==> src/rtl/gcbp_pkg.sv <==
// gcbp_pkg: geometry constants and capture FSM encoding shared by the GCBP line generator
// and the GCBP BRAM writer.
package gcbp_pkg;

    localparam int C_SUBIMAGE_WIDTH     = 128;
    localparam int C_SUBIMAGE_HEIGHT    = 128;
    localparam int C_NUM_HORI_SUBIMAGES = 4;
    localparam int C_LINES_PER_FRAME    = 480;
    localparam int C_VERT_OFFSET        = 176;

    localparam int C_LINE_CNT_W = 9;
    localparam int C_ROW_W      = 7;

    typedef enum logic [1:0] {
        S_IDLE    = 2'd0,
        S_SKIP    = 2'd1,
        S_CAPTURE = 2'd2,
        S_DONE    = 2'd3
    } gcbp_state_e;

    // Row inside the capture window for a frame line, wrapped to the BRAM row width.
    function automatic logic [C_ROW_W-1:0] line_to_row(
        input logic [C_LINE_CNT_W-1:0] line,
        input logic [C_LINE_CNT_W-1:0] offset
    );
        logic [C_LINE_CNT_W-1:0] diff;
        diff = line - offset;
        return diff[C_ROW_W-1:0];
    endfunction

endpackage

==> src/rtl/gcbp_seq_check.sv <==
// gcbp_seq_check: flags sub-image indices that break the 0,1,2,3 order within a line while
// a capture is in progress. The flag is sticky until reset.
module gcbp_seq_check (
    input  logic       i_clk,
    input  logic       i_resetn,
    input  logic       i_frame_start,
    input  logic       i_valid,
    input  logic [1:0] i_subimage,
    input  logic       i_capture,
    output logic       o_seq_err
);

    logic [1:0] expected_r;
    logic       accept_s;
    logic       mismatch_s;

    // A valid coinciding with a frame start is dropped by the writer, so it is not checked.
    always_comb begin
        accept_s   = i_valid & ~i_frame_start;
        mismatch_s = accept_s & i_capture & (i_subimage != expected_r);
    end

    // Expected index resynchronises to the index just seen, so one slip reports once.
    always_ff @(posedge i_clk) begin
        if (!i_resetn) begin
            expected_r <= 2'd0;
            o_seq_err  <= 1'b0;
        end else begin
            if (i_frame_start) begin
                expected_r <= 2'd0;
            end else if (accept_s) begin
                expected_r <= i_subimage + 2'd1;
            end else begin
                expected_r <= expected_r;
            end
            if (mismatch_s) begin
                o_seq_err <= 1'b1;
            end else begin
                o_seq_err <= o_seq_err;
            end
        end
    end

endmodule

==> src/rtl/gcbp_bram_writer.sv <==
// gcbp_bram_writer: writes the capture window of each frame into ping-pong banks of the
// per-sub-image BRAMs. Optional ordering checker: define GCBP_BRAM_WR_SEQ_CHECK_EN.
module gcbp_bram_writer #(
    parameter int C_SUBIMAGE_WIDTH     = gcbp_pkg::C_SUBIMAGE_WIDTH,
    parameter int C_SUBIMAGE_HEIGHT    = gcbp_pkg::C_SUBIMAGE_HEIGHT,
    parameter int C_NUM_HORI_SUBIMAGES = gcbp_pkg::C_NUM_HORI_SUBIMAGES,
    parameter int C_LINES_PER_FRAME    = gcbp_pkg::C_LINES_PER_FRAME,
    parameter int C_VERT_OFFSET        = gcbp_pkg::C_VERT_OFFSET
) (
    input  logic                            i_clk,
    input  logic                            i_resetn,
    input  logic                            i_frame_start,
    input  logic [C_SUBIMAGE_WIDTH-1:0]     i_gcbp_line,
    input  logic                            i_gcbp_line_valid,
    input  logic [1:0]                      i_hori_subimage_cnt,
    output logic [C_NUM_HORI_SUBIMAGES-1:0] o_bram_we,
    output logic [7:0]                      o_bram_addr,
    output logic [C_SUBIMAGE_WIDTH-1:0]     o_bram_wdata,
    output logic                            o_frame_ready,
    output logic                            o_ready_bank,
    output logic                            o_frame_abort,
    output logic                            o_seq_err
);

    import gcbp_pkg::*;

    localparam logic [1:0]              LAST_SUB  = 2'(C_NUM_HORI_SUBIMAGES - 1);
    localparam logic [C_LINE_CNT_W-1:0] LINE_MAX  = C_LINE_CNT_W'(C_LINES_PER_FRAME - 1);
    localparam logic [C_LINE_CNT_W-1:0] SKIP_LAST = C_LINE_CNT_W'(C_VERT_OFFSET - 1);
    localparam logic [C_LINE_CNT_W-1:0] OFFSET    = C_LINE_CNT_W'(C_VERT_OFFSET);
    localparam logic [C_ROW_W-1:0]      ROW_LAST  = C_ROW_W'(C_SUBIMAGE_HEIGHT - 1);

    gcbp_state_e             state_r;
    logic [C_LINE_CNT_W-1:0] line_cnt_r;
    logic                    wr_bank_r;

    logic                    accept_s;
    logic                    line_end_s;
    logic                    counting_s;
    logic [C_ROW_W-1:0]      row_s;

    // Decode the current input; a frame start pre-empts any valid in the same cycle.
    always_comb begin
        accept_s   = i_gcbp_line_valid & ~i_frame_start;
        line_end_s = accept_s & (i_hori_subimage_cnt == LAST_SUB);
        counting_s = (state_r == S_SKIP) | (state_r == S_CAPTURE);
        row_s      = line_to_row(line_cnt_r, OFFSET);
    end

    // Capture FSM with line counter, bank ping-pong and registered BRAM/status outputs.
    always_ff @(posedge i_clk) begin
        if (!i_resetn) begin
            state_r       <= S_IDLE;
            line_cnt_r    <= {C_LINE_CNT_W{1'b0}};
            wr_bank_r     <= 1'b0;
            o_bram_we     <= {C_NUM_HORI_SUBIMAGES{1'b0}};
            o_bram_addr   <= 8'd0;
            o_bram_wdata  <= {C_SUBIMAGE_WIDTH{1'b0}};
            o_frame_ready <= 1'b0;
            o_ready_bank  <= 1'b0;
            o_frame_abort <= 1'b0;
        end else begin
            o_bram_we     <= {C_NUM_HORI_SUBIMAGES{1'b0}};
            o_frame_ready <= 1'b0;
            o_frame_abort <= 1'b0;
            if (i_frame_start) begin
                // A restart mid-capture leaves the write bank in place so it is overwritten.
                state_r       <= S_SKIP;
                line_cnt_r    <= {C_LINE_CNT_W{1'b0}};
                o_frame_abort <= (state_r == S_CAPTURE);
            end else begin
                if (line_end_s && counting_s && (line_cnt_r != LINE_MAX)) begin
                    line_cnt_r <= line_cnt_r + 9'd1;
                end else begin
                    line_cnt_r <= line_cnt_r;
                end
                case (state_r)
                    S_IDLE: begin
                        state_r <= S_IDLE;
                    end
                    S_SKIP: begin
                        if (line_end_s && (line_cnt_r == SKIP_LAST)) begin
                            state_r <= S_CAPTURE;
                        end else begin
                            state_r <= S_SKIP;
                        end
                    end
                    S_CAPTURE: begin
                        if (accept_s) begin
                            o_bram_we[i_hori_subimage_cnt] <= 1'b1;
                            o_bram_addr  <= {wr_bank_r, row_s};
                            o_bram_wdata <= i_gcbp_line;
                            if (line_end_s && (row_s == ROW_LAST)) begin
                                o_frame_ready <= 1'b1;
                                o_ready_bank  <= wr_bank_r;
                                wr_bank_r     <= ~wr_bank_r;
                                state_r       <= S_DONE;
                            end else begin
                                state_r <= S_CAPTURE;
                            end
                        end else begin
                            state_r <= S_CAPTURE;
                        end
                    end
                    S_DONE: begin
                        state_r <= S_DONE;
                    end
                    default: begin
                        state_r <= S_IDLE;
                    end
                endcase
            end
        end
    end

`ifdef GCBP_BRAM_WR_SEQ_CHECK_EN
    gcbp_seq_check u_seq_check (
        .i_clk         (i_clk),
        .i_resetn      (i_resetn),
        .i_frame_start (i_frame_start),
        .i_valid       (i_gcbp_line_valid),
        .i_subimage    (i_hori_subimage_cnt),
        .i_capture     (state_r == S_CAPTURE),
        .o_seq_err     (o_seq_err)
    );
`else
    assign o_seq_err = 1'b0;
`endif

endmodule

==> config.mk <==
export PLATFORM = sky130hd
export DESIGN_NAME = gcbp_bram_writer
export DESIGN_NICKNAME = d
export VERILOG_FILES = /design/src/rtl/gcbp_pkg.sv /design/src/rtl/gcbp_seq_check.sv /design/src/rtl/gcbp_bram_writer.sv
export SDC_FILE = /design/constraint.sdc
export NUM_CORES = 1
export LEC_CHECK = 0
export ABC_AREA = 1
export BUFFER_PORTS_ARGS = -buffer_cell sky130_fd_sc_hd__clkbuf_2
export CORE_UTILIZATION = 50
export CTS_BUF_LIST = sky130_fd_sc_hd__clkbuf_4 sky130_fd_sc_hd__clkbuf_8
export CTS_CLUSTER_SIZE = 16
export DETAILED_ROUTE_END_ITERATION = 16
export HOLD_SLACK_MARGIN = 0.03
export PLACE_DENSITY = 0.95
export SLEW_MARGIN = 10
export SYNTH_ARGS = -nofsm -noshare
export SYNTH_HDL_FRONTEND = slang
export SYNTH_SLANG_ARGS = --single-unit
==> constraint.sdc <==
create_clock -name i_clk -period 4.37 [get_ports i_clk]
set_input_delay 0.6555 -clock i_clk [delete_from_list [all_inputs] [get_ports i_clk]]
set_output_delay 0.6555 -clock i_clk [all_outputs]
set_load 0.02 [all_outputs]
Yosys cells after proc, flatten, opt, wreduce, memory -nomap -nowiden --
Cells that the tools add are included.
Word-level totals: bits in registers 155, input port bits 134, output and inout port bits 144, word-level logic and storage cells 48
Operators by class: $add $sub $neg 2, magnitude comparators 2, eq/ne operators 7, muxes and demuxes 8, bitwise operators 8, reductions and logical operators 11
Operators by type and width (count):
- 9-bit by 1-bit adder with 9-bit output (second input constant) | 1
- 9-bit by 8-bit == test with 1-bit output (second input constant) | 1
- 9-bit != test (second input constant) | 1
- 2-bit one-hot mux with 4 select lines | 1
- 7-bit == test (second input constant) | 1
- 7-bit by 6-bit subtractor with 7-bit output (second input constant) | 1
- 2-bit == test (second input constant) | 3
- 1-bit logical AND | 5
- 1-bit NOT | 5
- 1-bit two-way mux | 4
- 2-bit two-way mux | 2
- 4-bit AND reduction | 1
- 4-bit OR reduction | 1
- 2-bit by 3-bit < comparator with 1-bit output (second input constant) | 1
- 3-bit AND reduction | 1
- 1-bit AND | 2
- 1-bit demux with 2-bit select | 1
- 2-bit by 1-bit == test with 1-bit output (second input constant) | 1
- 2-bit by 1-bit >= comparator with 1-bit output (second input constant) | 1
- 2-bit logical NOT | 1
- 2-bit AND reduction | 1
- 2-bit OR reduction | 1
- 1-bit bitwise OR | 1

Longest topological paths before layout --
depth after elaboration 8, gate-level depth with buffers 9

Worst setup path before layout --
Ideal clock, no wire load.
path kind input to register, start point input port i_frame_start, end point register o_bram_addr[0], setup time 116 ps, data arrival time 1353 ps, path slack 2901 ps, cell stages on the path 8, path buffers 2, cell sequence inv_2 > nand2_2 > nor2_8 > inv_4 > buf_6 > buf_6 > nor2_1 > nor2_1
Between the ends: word-level cells in the longest chain between the ends 3
Ends and longest elaborated chain:
- start: declaration | RTL line gcbp_bram_writer.sv:12 | input logic i_frame_start,
- 1-bit NOT (no source line) *
- 1-bit AND | RTL line gcbp_bram_writer.sv:44 | accept_s = i_gcbp_line_valid & ~i_frame_start;
- 3-bit AND reduction (no source line) *
- end signal: assignment | RTL line gcbp_bram_writer.sv:91 | o_bram_addr <= {wr_bank_r, row_s};
- end: declaration | RTL line gcbp_bram_writer.sv:17 | output logic [7:0] o_bram_addr,
Every way passes the cells marked *; elsewhere a longest branch is shown, timed or not. A chain may end at the register's enable or synchronous reset.

Worst setup path after layout --
start point register state_r[0], end point register o_bram_wdata[70]
Between the ends: word-level cells in the longest chain between the ends 2
Ends and longest elaborated chain:
- start: declaration | RTL line gcbp_bram_writer.sv:33 | gcbp_state_e state_r;
- start signal: assignment | RTL line gcbp_bram_writer.sv:53 | state_r <= S_IDLE;
- start signal: assignment | RTL line gcbp_bram_writer.sv:68 | state_r <= S_SKIP;
- start signal: assignment | RTL line gcbp_bram_writer.sv:79 | state_r <= S_IDLE;
- 2-bit == test | RTL line gcbp_bram_writer.sv:77 | case (state_r)
- 3-bit AND reduction (no source line)
- end signal: assignment | RTL line gcbp_bram_writer.sv:58 | o_bram_wdata <= {C_SUBIMAGE_WIDTH{1'b0}};
- end signal: assignment | RTL line gcbp_bram_writer.sv:92 | o_bram_wdata <= i_gcbp_line;
- end: declaration | RTL line gcbp_bram_writer.sv:18 | output logic [C_SUBIMAGE_WIDTH-1:0] o_bram_wdata,
Every way passes these cells.

==> results.json <==
{
  "syn_area_per_cell_um2": 7.92,
  "ys_seq_area_share_pct": 53.8,
  "r2r_start": "state_r[0]",
  "nets": 1124,
  "ir_drop_v": 0.000324,
  "start_util_pct": 52.3,
  "ys_ff_latch": 155,
  "postCtsSetupBuffers": 0,
  "post_cts_resized": 0,
  "cts_tree": "done",
  "synth-simple-area-share_pct": 23.1,
  "fin_total_pwr_mw": 2.55,
  "netSwitchingFraction_pct": 21.3,
  "h-tree-depth": 4,
  "insertion_delay_ns": 0.44,
  "dp_slack_ns": 1.93,
  "drive_gt1_share_pct": 32.5,
  "p_int_mw": 2.01,
  "first_iter_violations": 425,
  "hpwl_um": 10300,
  "synthCells": 729,
  "tightest_slew_ns": 0.792,
  "wl_per_cell_um": 13.1,
  "critPathKind": "reg -> reg",
  "place.gp.congestion": 0.845,
  "vias": 5571,
  "routed_wl_um": 14900,
  "min_period_over_period_pct": 55.8,
  "grt_max_degree": 81,
  "rrSetupSlack_ns": 1.93,
  "first_global_vias": 5085,
  "syn_nets": 871,
  "die_h_um": 109,
  "synth_area_leaders": "dfxtp_1, nor2_1, o21ai_0",
  "hp-class": "in -> reg",
  "core_mm2": 0.0110,
  "holdBufCountCts": 0,
  "synth_area_mm2": 0.00577,
  "clkPwrFrac_pct": 41.1,
  "port_buffers": 276,
  "avgViaCountPerCell": 4.91,
  "maxCapViolCount": 0,
  "ctsLongestPathBuffers": 2,
  "drc": 0,
  "cts.sinks": 155,
  "worstPathRequired_ns": 4.75,
  "rsz0062_at_grt": "false",
  "postRouteAntennaNets": 0,
  "final-hold-violation-count": 0,
  "max_slew_margin_pct": 47.2,
  "synth_mux_area_share_pct": 0,
  "hp-start": "i_gcbp_line[83]",
  "power_leakage_nw": 3.89,
  "startpoint_type": "flop",
  "worstRegToRegCells": 8,
  "cp_max_fo": 80,
  "layout_commonest_cell": "nor2_1",
  "clkTransAtPathRegs_ns": 0.08,
  "period_needed_ns": 2.44,
  "pin_count": 278,
  "whs_path_depth": 3,
  "arrival_ns": 2.81,
  "maxSlewViolCount": 0,
  "synthAdderAreaFrac_pct": 1.73,
  "p_per_area_mw_per_mm2": 344,
  "die_area_mm2": 0.0120,
  "grt_use_total_pct": 24.9,
  "outcome": "complete, no violations",
  "max_freq_mhz": 410,
  "skew_ns": 0.0101,
  "synth-xor-area-share_pct": 0.759,
  "overflow": 0,
  "num_rows": 38,
  "p_comb_share_pct": 3.6,
  "end_kind": "flop",
  "synth_top_area_cell": "dfxtp_1",
  "finalSetupViolCount": 0,
  "p_sw_mw": 0.543,
  "cts-buffers-inserted": 17,
  "synth_compound_area_share_pct": 13.4,
  "synth_top_area_share_pct": 53.8,
  "sequentialPowerShare_pct": 55.3,
  "diodes": 0,
  "setup_ws_ns": 1.93,
  "drt_first_pass_iters": 6,
  "synthDistinctLibCells": 26,
  "synthToLayoutAreaGrowth_pct": 28.7,
  "r2r_end": "o_bram_wdata[70]",
  "root_buffer": "clkbuf_8",
  "grt_first_pass_wirelength_um": 23100,
  "final_cell_mix": "nor2_1, clkbuf_2, dfxtp_1",
  "antenna_found_initial": 0,
  "yosys_warnings": 0,
  "fp.dieW_um": 109,
  "hold_path_end": "o_bram_wdata[83]",
  "setup_tns_ns": 0,
  "synth_top_family_by_area": "simple AND/OR/NAND/NOR gates"
}
sequential cells by signal, indices dropped and copies added, names as in the netlist:
register and count:
state_r 2, o_bram_we 4, o_frame_ready 1, line_cnt_r 9, wr_bank_r 1, o_ready_bank 1, o_frame_abort 1, o_bram_wdata 128
o_bram_addr 8
worst max path at each step:
stage / start / to / slack, ns
floorplan: i_frame_start / o_bram_addr[0] / 2.90
global placement: i_frame_start / o_bram_wdata[81] / 1.97
detailed placement: i_frame_start / o_bram_wdata[70] / 1.93
CTS: state_r[0] / o_bram_wdata[70] / 1.98
global route: state_r[0] / o_bram_wdata[70] / 1.74
finish: state_r[0] / o_bram_wdata[70] / 1.93
routing by layer:
| metal | global-route usage [%] | vias up | routed length, um |
|---|---|---|---|
| met5 | 0 | - | 0 |
| met4 | 11.8 | 0 | 337 |
| met3 | 8.00 | 31 | 871 |
| met2 | 42.5 | 182 | 7580 |
| met1 | 28.1 | 2531 | 6120 |
| li1 | - | 2827 | - |
power groups by stage:
stage	clock network, mW	logic (mW)	registers, mW
global route	1.13	0.101	1.41
finish	1.05	0.0919	1.41
detailed placement	0	0.0910	1.45
CTS	1.07	0.0918	1.41
floorplan	0	0.0268	1.45
global placement	0	0.0910	1.45
area by class of cell:
class	count	area [um2]
clock buffer	26	333
clock inverter	6	60.1
fill	902	3600
inverter	22	87.6
multi-input combinational	506	2250
sequential	155	3100
tap	140	175
timing repair buffer	280	1410
cell families (layout without fill, tap and decap cells):
kind of cell               count (synthesis)  in the layout
and+or+nand+nor                          338            338
DFF                                      155            155
AOI/OAI and AO/OA                        154            154
buffers and inverters                     68            334
adders and majority gates                  8              8
xor gates and xnor gates                   5              5
other                                      1              1
cell usage after synthesis, drive strengths merged:
cell,n
nand3,9
buf,26
nor2,279
nand2,42
or2,1
dfxtp,155
xor2,5
a31oi,1
a21oi,14
inv,22
clkbuf,20
o21ai,139
ha,8
conb,1
nand4,5
nor3,2
through the flow:
stage / std cells / utilization [%] / area (um2) / hold slack [ns]
5_1_grt: 1135 / 67.3 / 7430 / 0.399
2_1_floorplan: 729 / - / 5770 / 0.454
6_report: 1135 / 67.3 / 7430 / 0.429
3_5_place_dp: 1103 / 63.8 / 7030 / 0.452
4_1_cts: 1135 / 67.3 / 7430 / 0.396
3_3_place_gp: 1103 / 63.8 / 7030 / 0.452
critical path, stage by stage, from the launching register on:
cell and delay [ns]:
dfxtp_1 0.39, inv_1 0.09, ha_1 0.26, inv_2 0.14, nor2_8 0.06, inv_4 0.53
buf_4 0.58, nor2_1 0.08, nor2_1 0.15
(Power assumes the default switching activity.)
